### src/rtl/gpu_cmd_pkg.sv
// gpu_cmd_pkg: shared opcodes, draw ops, status bit positions and draw-packet layout
package gpu_cmd_pkg;
  localparam int COORD_W_DEF = 10;
  localparam int ST_BUSY = 31;
  localparam int ST_OVF = 30;
  localparam int ST_ILL = 29;
  typedef enum logic [3:0] {
    OP_NOP        = 4'h0,
    OP_SET_COLOR  = 4'h1,
    OP_SET_P1     = 4'h2,
    OP_SET_P2     = 4'h3,
    OP_DRAW_LINE  = 4'h4,
    OP_DRAW_RECT  = 4'h5,
    OP_DRAW_FILL  = 4'h6,
    OP_DRAW_CLEAR = 4'h7,
    OP_CLR_STATUS = 4'hF
  } opcode_e;
  typedef enum logic [1:0] {
    DOP_LINE  = 2'b00,
    DOP_RECT  = 2'b01,
    DOP_FILL  = 2'b10,
    DOP_CLEAR = 2'b11
  } draw_op_e;
  typedef struct packed {
    draw_op_e                 op;
    logic [COORD_W_DEF-1:0]   x1;
    logic [COORD_W_DEF-1:0]   y1;
    logic [COORD_W_DEF-1:0]   x2;
    logic [COORD_W_DEF-1:0]   y2;
    logic [23:0]              color;
  } draw_pkt_t;
  // Opcodes 0x4..0x7 are the draw commands.
  function automatic logic is_draw(input logic [3:0] op);
    return op[3:2] == 2'b01;
  endfunction
  // Draw op is opcode-4, i.e. the low two opcode bits for 0x4..0x7.
  function automatic draw_op_e draw_op(input logic [3:0] op);
    return draw_op_e'(op[1:0]);
  endfunction
endpackage

### src/rtl/apb_cmd_decoder_if.sv
// apb_cmd_decoder_if: command write path from the APB slave plus the draw-packet stream
interface apb_cmd_decoder_if #(parameter int COORD_W = 10);
  logic [31:0]        command_bus;
  logic               penable;
  logic               cmd_ready;
  logic               cmd_valid;
  logic [1:0]         cmd_op;
  logic [COORD_W-1:0] cmd_x1;
  logic [COORD_W-1:0] cmd_y1;
  logic [COORD_W-1:0] cmd_x2;
  logic [COORD_W-1:0] cmd_y2;
  logic [23:0]        cmd_color;
  logic [31:0]        status_value;
  modport slave (
    input  command_bus, penable, cmd_ready,
    output cmd_valid, cmd_op, cmd_x1, cmd_y1, cmd_x2, cmd_y2, cmd_color, status_value
  );
  modport master (
    output command_bus, penable, cmd_ready,
    input  cmd_valid, cmd_op, cmd_x1, cmd_y1, cmd_x2, cmd_y2, cmd_color, status_value
  );
endinterface

### src/rtl/cmd_fifo.sv
// cmd_fifo: draw-packet queue; no fall-through, push-when-full accepted only alongside a pop
module cmd_fifo #(
  parameter int DEPTH = 4,
  parameter int W     = 66
) (
  input  logic                   pclk,
  input  logic                   n_rst,
  input  logic                   push,
  input  logic [W-1:0]           din,
  input  logic                   pop_req,
  output logic                   valid,
  output logic [W-1:0]           dout,
  output logic [$clog2(DEPTH):0] count,
  output logic                   drop
);
  localparam int AW = $clog2(DEPTH);
  localparam logic [AW:0] FULL = (AW+1)'(DEPTH);
  logic [AW-1:0] rd_q, rd_d, wr_q, wr_d;
  logic [AW:0]   cnt_q, cnt_d;
  logic [W-1:0]  mem_q [DEPTH];
  logic          pop, wr;
  // Pointer/count next-state; head data reads zero while empty.
  always_comb begin
    valid = cnt_q != '0;
    pop   = pop_req & valid;
    wr    = push & ((cnt_q != FULL) | pop);
    drop  = push & ~wr;
    rd_d  = rd_q + AW'(pop);
    wr_d  = wr_q + AW'(wr);
    cnt_d = cnt_q + (AW+1)'(wr) - (AW+1)'(pop);
    dout  = valid ? mem_q[rd_q] : '0;
    count = cnt_q;
  end
  // Pointer and occupancy state, cleared asynchronously.
  always_ff @(posedge pclk or negedge n_rst) begin
    if (!n_rst) begin
      rd_q  <= '0;
      wr_q  <= '0;
      cnt_q <= '0;
    end else begin
      rd_q  <= rd_d;
      wr_q  <= wr_d;
      cnt_q <= cnt_d;
    end
  end
  // Storage needs no reset: reads are gated by the count.
  always_ff @(posedge pclk) begin
    if (wr) mem_q[wr_q] <= din;
  end
endmodule

### src/rtl/apb_cmd_decoder.sv
// apb_cmd_decoder: captures APB command words, decodes them into parameter updates and queued draw packets
module apb_cmd_decoder
  import gpu_cmd_pkg::*;
#(
  parameter int FIFO_DEPTH = 4,
  parameter int COORD_W    = 10
) (
  input logic               pclk,
  input logic               n_rst,
  apb_cmd_decoder_if.slave  bus
);
  localparam int PKT_W = 2 + 4*COORD_W + 24;
  localparam int CNT_W = $clog2(FIFO_DEPTH) + 1;
  logic               pen_q, pen_d, dec_q, dec_d, push_q, push_d;
  logic               ovf_q, ovf_d, ill_q, ill_d;
  logic [31:0]        cmd_q, cmd_d;
  logic [23:0]        color_q, color_d;
  logic [COORD_W-1:0] x1_q, x1_d, y1_q, y1_d, x2_q, x2_d, y2_q, y2_d;
  logic [PKT_W-1:0]   pkt_q, pkt_d, head;
  logic [CNT_W-1:0]   count;
  logic [3:0]         op;
  logic               cap, clr, drop, head_vld, unused_cmd;
  assign unused_cmd = ^cmd_q[27:24];
  // Capture on the rising edge of penable, decode one cycle later, push one cycle after that.
  always_comb begin
    op      = cmd_q[31:28];
    pen_d   = bus.penable;
    cap     = bus.penable & ~pen_q;
    cmd_d   = cap ? bus.command_bus : cmd_q;
    dec_d   = cap;
    color_d = (dec_q && op == OP_SET_COLOR) ? cmd_q[23:0] : color_q;
    x1_d    = (dec_q && op == OP_SET_P1) ? cmd_q[2*COORD_W-1:COORD_W] : x1_q;
    y1_d    = (dec_q && op == OP_SET_P1) ? cmd_q[COORD_W-1:0] : y1_q;
    x2_d    = (dec_q && op == OP_SET_P2) ? cmd_q[2*COORD_W-1:COORD_W] : x2_q;
    y2_d    = (dec_q && op == OP_SET_P2) ? cmd_q[COORD_W-1:0] : y2_q;
    push_d  = dec_q && is_draw(op);
    pkt_d   = push_d ? {draw_op(op), x1_q, y1_q, x2_q, y2_q, color_q} : pkt_q;
    clr     = dec_q && op == OP_CLR_STATUS;
    ill_d   = (dec_q && op[3] && op != OP_CLR_STATUS) | (ill_q & ~clr);
    ovf_d   = drop | (ovf_q & ~clr);
  end
  // Command pipeline, parameter registers and sticky flags.
  always_ff @(posedge pclk or negedge n_rst) begin
    if (!n_rst) begin
      pen_q   <= 1'b0;
      cmd_q   <= '0;
      dec_q   <= 1'b0;
      color_q <= '0;
      x1_q    <= '0;
      y1_q    <= '0;
      x2_q    <= '0;
      y2_q    <= '0;
      push_q  <= 1'b0;
      pkt_q   <= '0;
      ovf_q   <= 1'b0;
      ill_q   <= 1'b0;
    end else begin
      pen_q   <= pen_d;
      cmd_q   <= cmd_d;
      dec_q   <= dec_d;
      color_q <= color_d;
      x1_q    <= x1_d;
      y1_q    <= y1_d;
      x2_q    <= x2_d;
      y2_q    <= y2_d;
      push_q  <= push_d;
      pkt_q   <= pkt_d;
      ovf_q   <= ovf_d;
      ill_q   <= ill_d;
    end
  end
  cmd_fifo #(.DEPTH(FIFO_DEPTH), .W(PKT_W)) u_fifo (
    .pclk    (pclk),
    .n_rst   (n_rst),
    .push    (push_q),
    .din     (pkt_q),
    .pop_req (bus.cmd_ready),
    .valid   (head_vld),
    .dout    (head),
    .count   (count),
    .drop    (drop)
  );
  assign bus.cmd_valid = head_vld;
  assign {bus.cmd_op, bus.cmd_x1, bus.cmd_y1, bus.cmd_x2, bus.cmd_y2, bus.cmd_color} = head;
  // Status word assembled from queue occupancy and sticky flags.
  always_comb begin
    bus.status_value          = '0;
    bus.status_value[ST_BUSY] = count != '0;
    bus.status_value[ST_OVF]  = ovf_q;
    bus.status_value[ST_ILL]  = ill_q;
    bus.status_value[3:0]     = 4'(count);
  end
endmodule

### src/flat_wrapper.sv
// flat-port wrapper written by rule: the top's interface ports become plain ports
module apb_cmd_decoder_flat import gpu_cmd_pkg::*;
#(
  parameter int FIFO_DEPTH = 4,
  parameter int COORD_W    = 10
)
  (pclk, n_rst, bus_command_bus, bus_penable, bus_cmd_ready, bus_cmd_valid, bus_cmd_op, bus_cmd_x1, bus_cmd_y1, bus_cmd_x2, bus_cmd_y2, bus_cmd_color, bus_status_value);
  apb_cmd_decoder_if #(.COORD_W(COORD_W)) bus_i ();
  input logic pclk;
  input logic n_rst;
  input wire logic [$bits(bus_i.command_bus)-1:0] bus_command_bus;
  input wire logic [$bits(bus_i.penable)-1:0] bus_penable;
  input wire logic [$bits(bus_i.cmd_ready)-1:0] bus_cmd_ready;
  output wire logic [$bits(bus_i.cmd_valid)-1:0] bus_cmd_valid;
  output wire logic [$bits(bus_i.cmd_op)-1:0] bus_cmd_op;
  output wire logic [$bits(bus_i.cmd_x1)-1:0] bus_cmd_x1;
  output wire logic [$bits(bus_i.cmd_y1)-1:0] bus_cmd_y1;
  output wire logic [$bits(bus_i.cmd_x2)-1:0] bus_cmd_x2;
  output wire logic [$bits(bus_i.cmd_y2)-1:0] bus_cmd_y2;
  output wire logic [$bits(bus_i.cmd_color)-1:0] bus_cmd_color;
  output wire logic [$bits(bus_i.status_value)-1:0] bus_status_value;
  assign bus_i.command_bus = bus_command_bus;
  assign bus_i.penable = bus_penable;
  assign bus_i.cmd_ready = bus_cmd_ready;
  assign bus_cmd_valid = bus_i.cmd_valid;
  assign bus_cmd_op = bus_i.cmd_op;
  assign bus_cmd_x1 = bus_i.cmd_x1;
  assign bus_cmd_y1 = bus_i.cmd_y1;
  assign bus_cmd_x2 = bus_i.cmd_x2;
  assign bus_cmd_y2 = bus_i.cmd_y2;
  assign bus_cmd_color = bus_i.cmd_color;
  assign bus_status_value = bus_i.status_value;
  apb_cmd_decoder #(.FIFO_DEPTH(FIFO_DEPTH), .COORD_W(COORD_W)) u_core (.pclk(pclk), .n_rst(n_rst), .bus(bus_i));
endmodule
### config.mk
export PLATFORM = sky130hd
export DESIGN_NAME = apb_cmd_decoder_flat
export DESIGN_NICKNAME = d
export VERILOG_FILES = /design/src/rtl/gpu_cmd_pkg.sv /design/src/rtl/apb_cmd_decoder_if.sv /design/src/rtl/cmd_fifo.sv /design/src/rtl/apb_cmd_decoder.sv /design/src/flat_wrapper.sv
export SDC_FILE = /design/constraint.sdc
export NUM_CORES = 1
export LEC_CHECK = 0
export ABC_AREA = 1
export CAP_MARGIN = 20
export CORE_MARGIN = 10
export CORE_UTILIZATION = 63
export DETAILED_ROUTE_END_ITERATION = 12
export PLACE_DENSITY_LB_ADDON = 0.05
export SLEW_MARGIN = 30
export SYNTH_ARGS = -nofsm -noshare
export SYNTH_HDL_FRONTEND = slang
export SYNTH_SLANG_ARGS = --single-unit
### constraint.sdc
create_clock -name pclk -period 7.2 [get_ports pclk]
set_input_delay 1.08 -clock pclk [delete_from_list [all_inputs] [get_ports pclk]]
set_output_delay 1.08 -clock pclk [all_outputs]
set_load 0.005 [all_outputs]
==> metrics.yaml <==
dr.first_iter.drc_count: 826
die_area_um2: 35410
end_kind: "output port"
grt_use_total_pct: 22.41
slowest_delay_ns: 0.93
drc: 0
crit_required_ns: 6.12
crit_fanout: 56
ant_nets: 0
slowest_stage: "clkinv_2"
hp-class: "flop to flop"
yosys_warnings: 0
rows: 61
max_slew_margin_pct: 33.53
fin_skew_ns: 0.01970
die_w_um: 188.2
cts_root_buf: "clkbuf_16"
yosysSeqAreaShare_pct: 68.37
clk_latency_ns: 0.54
r2r_setup_slack_ns: 4.34
synth_top_area_cell: "edfxtp_1"
register_area_um2: 12190
grt_max_degree: 101
grt_pass1_wl_mm: 62.65
p_switching_mw: 2.513
synth_compound_area_share_pct: 4.522
antenna_found_initial: 0
routedLengthMet1_mm: 16.39
syn_to_final_growth_pct: 14.03
p_seq_share_pct: 44.2
synth_top_family_by_area: "simple AND/OR/NAND/NOR gates"
ios: 135
nNetsFinal: 1854
max_cap_viol_count: 0
route.vias.total: 11660
grt-ovfl-total: 0
startpoint: "u_core.u_fifo.rd_q[0]"
syn_inst: 1737
swShare_pct: 31.28
start_kind: "flop"
die_h_um: 188.2
initial_core_util_pct: 63.96
avgSynthCellArea_um2: 10.26
dr_wl_met3_mm: 2.781
drive_gt1_share_pct: 5.306
gp_congestion: 0.7632
cts_tree: "built"
ir_worst_vdd_mv: 0.3789
fin_cells: 2225
crit_path_end: "bus_cmd_color[6]"
fin_ws_ns: 2.026
wl_mm: 40.07
clk_pin_slew_ns: 0.06
powerDensity_nw_per_um2: 395.5
internal_power_mw: 5.522
period_minus_slack_ns: 5.174
cts_buffers: 42
synthSimpleGateAreaFrac_pct: 16.13
n_fill_cell: 1986
holdWs_ns: 0.4695
worst_slew_pin_slew_ns: 0.9971
slew_violations: 0
viasPerCell: 5.240
diodes: 0
ys_ff_latch: 434
cts_setup_buffers: 0
core-area_um2: 27860
cts_buffer_depth: 3
io_buffers: 104
clkPwrFrac_pct: 27.6
fmax_ghz: 0.1933
hold_viol: 0
rsz0062_at_grt: "false"
cts_hold_buf: 0
wl_per_cell_um: 18.01
comb_power_share_pct: 28.2
fin_setup_tns_ns: 0
r2r_cells: 9
synth_mux_area_share_pct: 0
timing.rr.end: "u_core.u_fifo.count[2]"
post-place-ws_ns: 2.642
grt_pass1_vias: 11720
dp_cells: 2147
reg2reg_from: "u_core.u_fifo.count[1]"
synth_area_leaders: "edfxtp_1 44%, dfrtp_1 24%, nand2_1 12%"
multi_input_area_um2: 3918
synth_xor_xnor_area_share_pct: 0.1475
synth_top_cell_area_share_pct: 44.49
postCtsResizedCells: 0
syn_area_um2: 17820
timing.final.crit_share_pct: 71.86
top_layer_used: "met4"
first_pass_iters: 5
crit_arrival_ns: 4.09
place_hpwl_mm: 21.62
cts.sinks: 434
outcome: "finished, final reports clean"
cp_cell_sequence: "clkinv_2 > buf_4 > nand2_1 > nand3_1 > a21oi_1 > clkdlybuf4s50_1"
p_leak_nw: 9.395
route.met2.wl_mm: 19.93
crit_type: "flop to output port"
htree_levels: 2
finalSetupViolCount: 0
yosys.area_share.adder_pct: 0.3933
ys_types: 27
[power by group through the flow]
stage               Combinational [mW]  Sequential, mW  Clock, mW
floorplan                         1.28            3.45          0
global placement                  2.23            3.55          0
detailed placement                2.28            3.58          0
CTS                               2.30            3.54       2.24
global route                      2.52            3.60       2.35
finish                            2.27            3.55       2.22
[final cells by class]
type                            count  share of cell area (%)
Inverter                          307                   5.684
Sequential cell                   434                   59.98
Tap cell                          378                   2.328
Timing Repair Buffer              120                   5.789
Clock buffer                       58                   5.980
Clock inverter                     20                  0.9546
Multi-Input combinational cell    908                   19.28
[worst min-delay path by stage]
stage / from / to / slack [ns] / depth (start not counted)
floorplan: u_core.color_q[0] / u_core.pkt_q[0] / 0.44 / 2
global placement: u_core.color_q[3] / u_core.pkt_q[3] / 0.45 / 2
detailed placement: u_core.y1_q[3] / u_core.pkt_q[47] / 0.46 / 2
CTS: u_core.y1_q[3] / u_core.pkt_q[47] / 0.47 / 2
global route: u_core.color_q[3] / u_core.pkt_q[3] / 0.49 / 2
finish: u_core.color_q[18] / u_core.pkt_q[18] / 0.47 / 2
[per-layer routing]
| metal | track usage [%] | vias up |
|---|---|---|
| li1 | - | 5554 |
| met3 | 4.376 | 60 |
| met5 | 0 | - |
| met1 | 28.17 | 5652 |
| met2 | 38.02 | 394 |
| met4 | 8.031 | 0 |
[cell usage after synthesis, drive strengths merged]
cell / count
buf: 89
nand4: 1
nand2: 564
ha: 4
edfxtp: 264
a21oi: 67
inv: 307
nor2: 9
nor2b: 1
nor3: 1
o21ai: 94
clkbuf: 24
or2: 2
fa: 1
xor2: 3
nand3: 135
dfrtp: 170
conb: 1
[worst max-delay path, delay by kind of cell, from the launching register on]
kind	cells	cell delay, ns
AOI/OAI and AO/OA	1	0.40
buffers and inverters	3	2.11
DFF	1	0.82
and+or+nand+nor	2	0.18
[cell usage in the layout (no fill, tap or decap), types with 2 or more instances in the layout]
master,instances
clkbuf_1,9
o21ai_1,40
buf_6,3
dfrtp_1,168
o21ai_0,54
edfxtp_1,264
inv_1,302
inv_2,3
nand2_1,563
xor2_1,3
conb_1,26
nor2_4,4
clkinv_2,13
nor2_1,3
bufinv_16,4
ha_1,4
clkinv_1,5
nand3_1,134
clkdlybuf4s50_1,103
a21oi_1,67
nor2_2,2
clkbuf_16,45
buf_4,13
clkbuf_8,5
[registers in the layout, summed over array words and instances, names as in the netlist, 10 cells and up]
signal	cells
u_core.cmd_q	28
u_core.color_q	24
u_core.pkt_q	66
u_core.u_fifo.mem_q	264
u_core.x1_q	10
u_core.x2_q	10
u_core.y1_q	10
u_core.y2_q	10
[logic make-up (layout without fill, tap and decap cells)]
kind of cell	count (synthesis)	after routing
other	1	26
flip-flops	434	434
buffers and inverters	420	505
adder cells (fa/ha/maj)	5	5
AO/OA/AOI/OAI	161	161
XOR/XNOR	3	3
AND/OR/NAND/NOR	713	713
[through the flow]
stage / util, % / cell area, um^2 / power, mW
after floorplan: - / 17910 / 4.729
after global placement: 67.80 / 18890 / 5.784
after detailed placement: 67.81 / 18890 / 5.863
after CTS: 72.87 / 20300 / 8.080
after global routing: 72.93 / 20320 / 8.474
final: 72.93 / 20320 / 8.035
No activity file was read; power rests on OpenSTA's default activity.
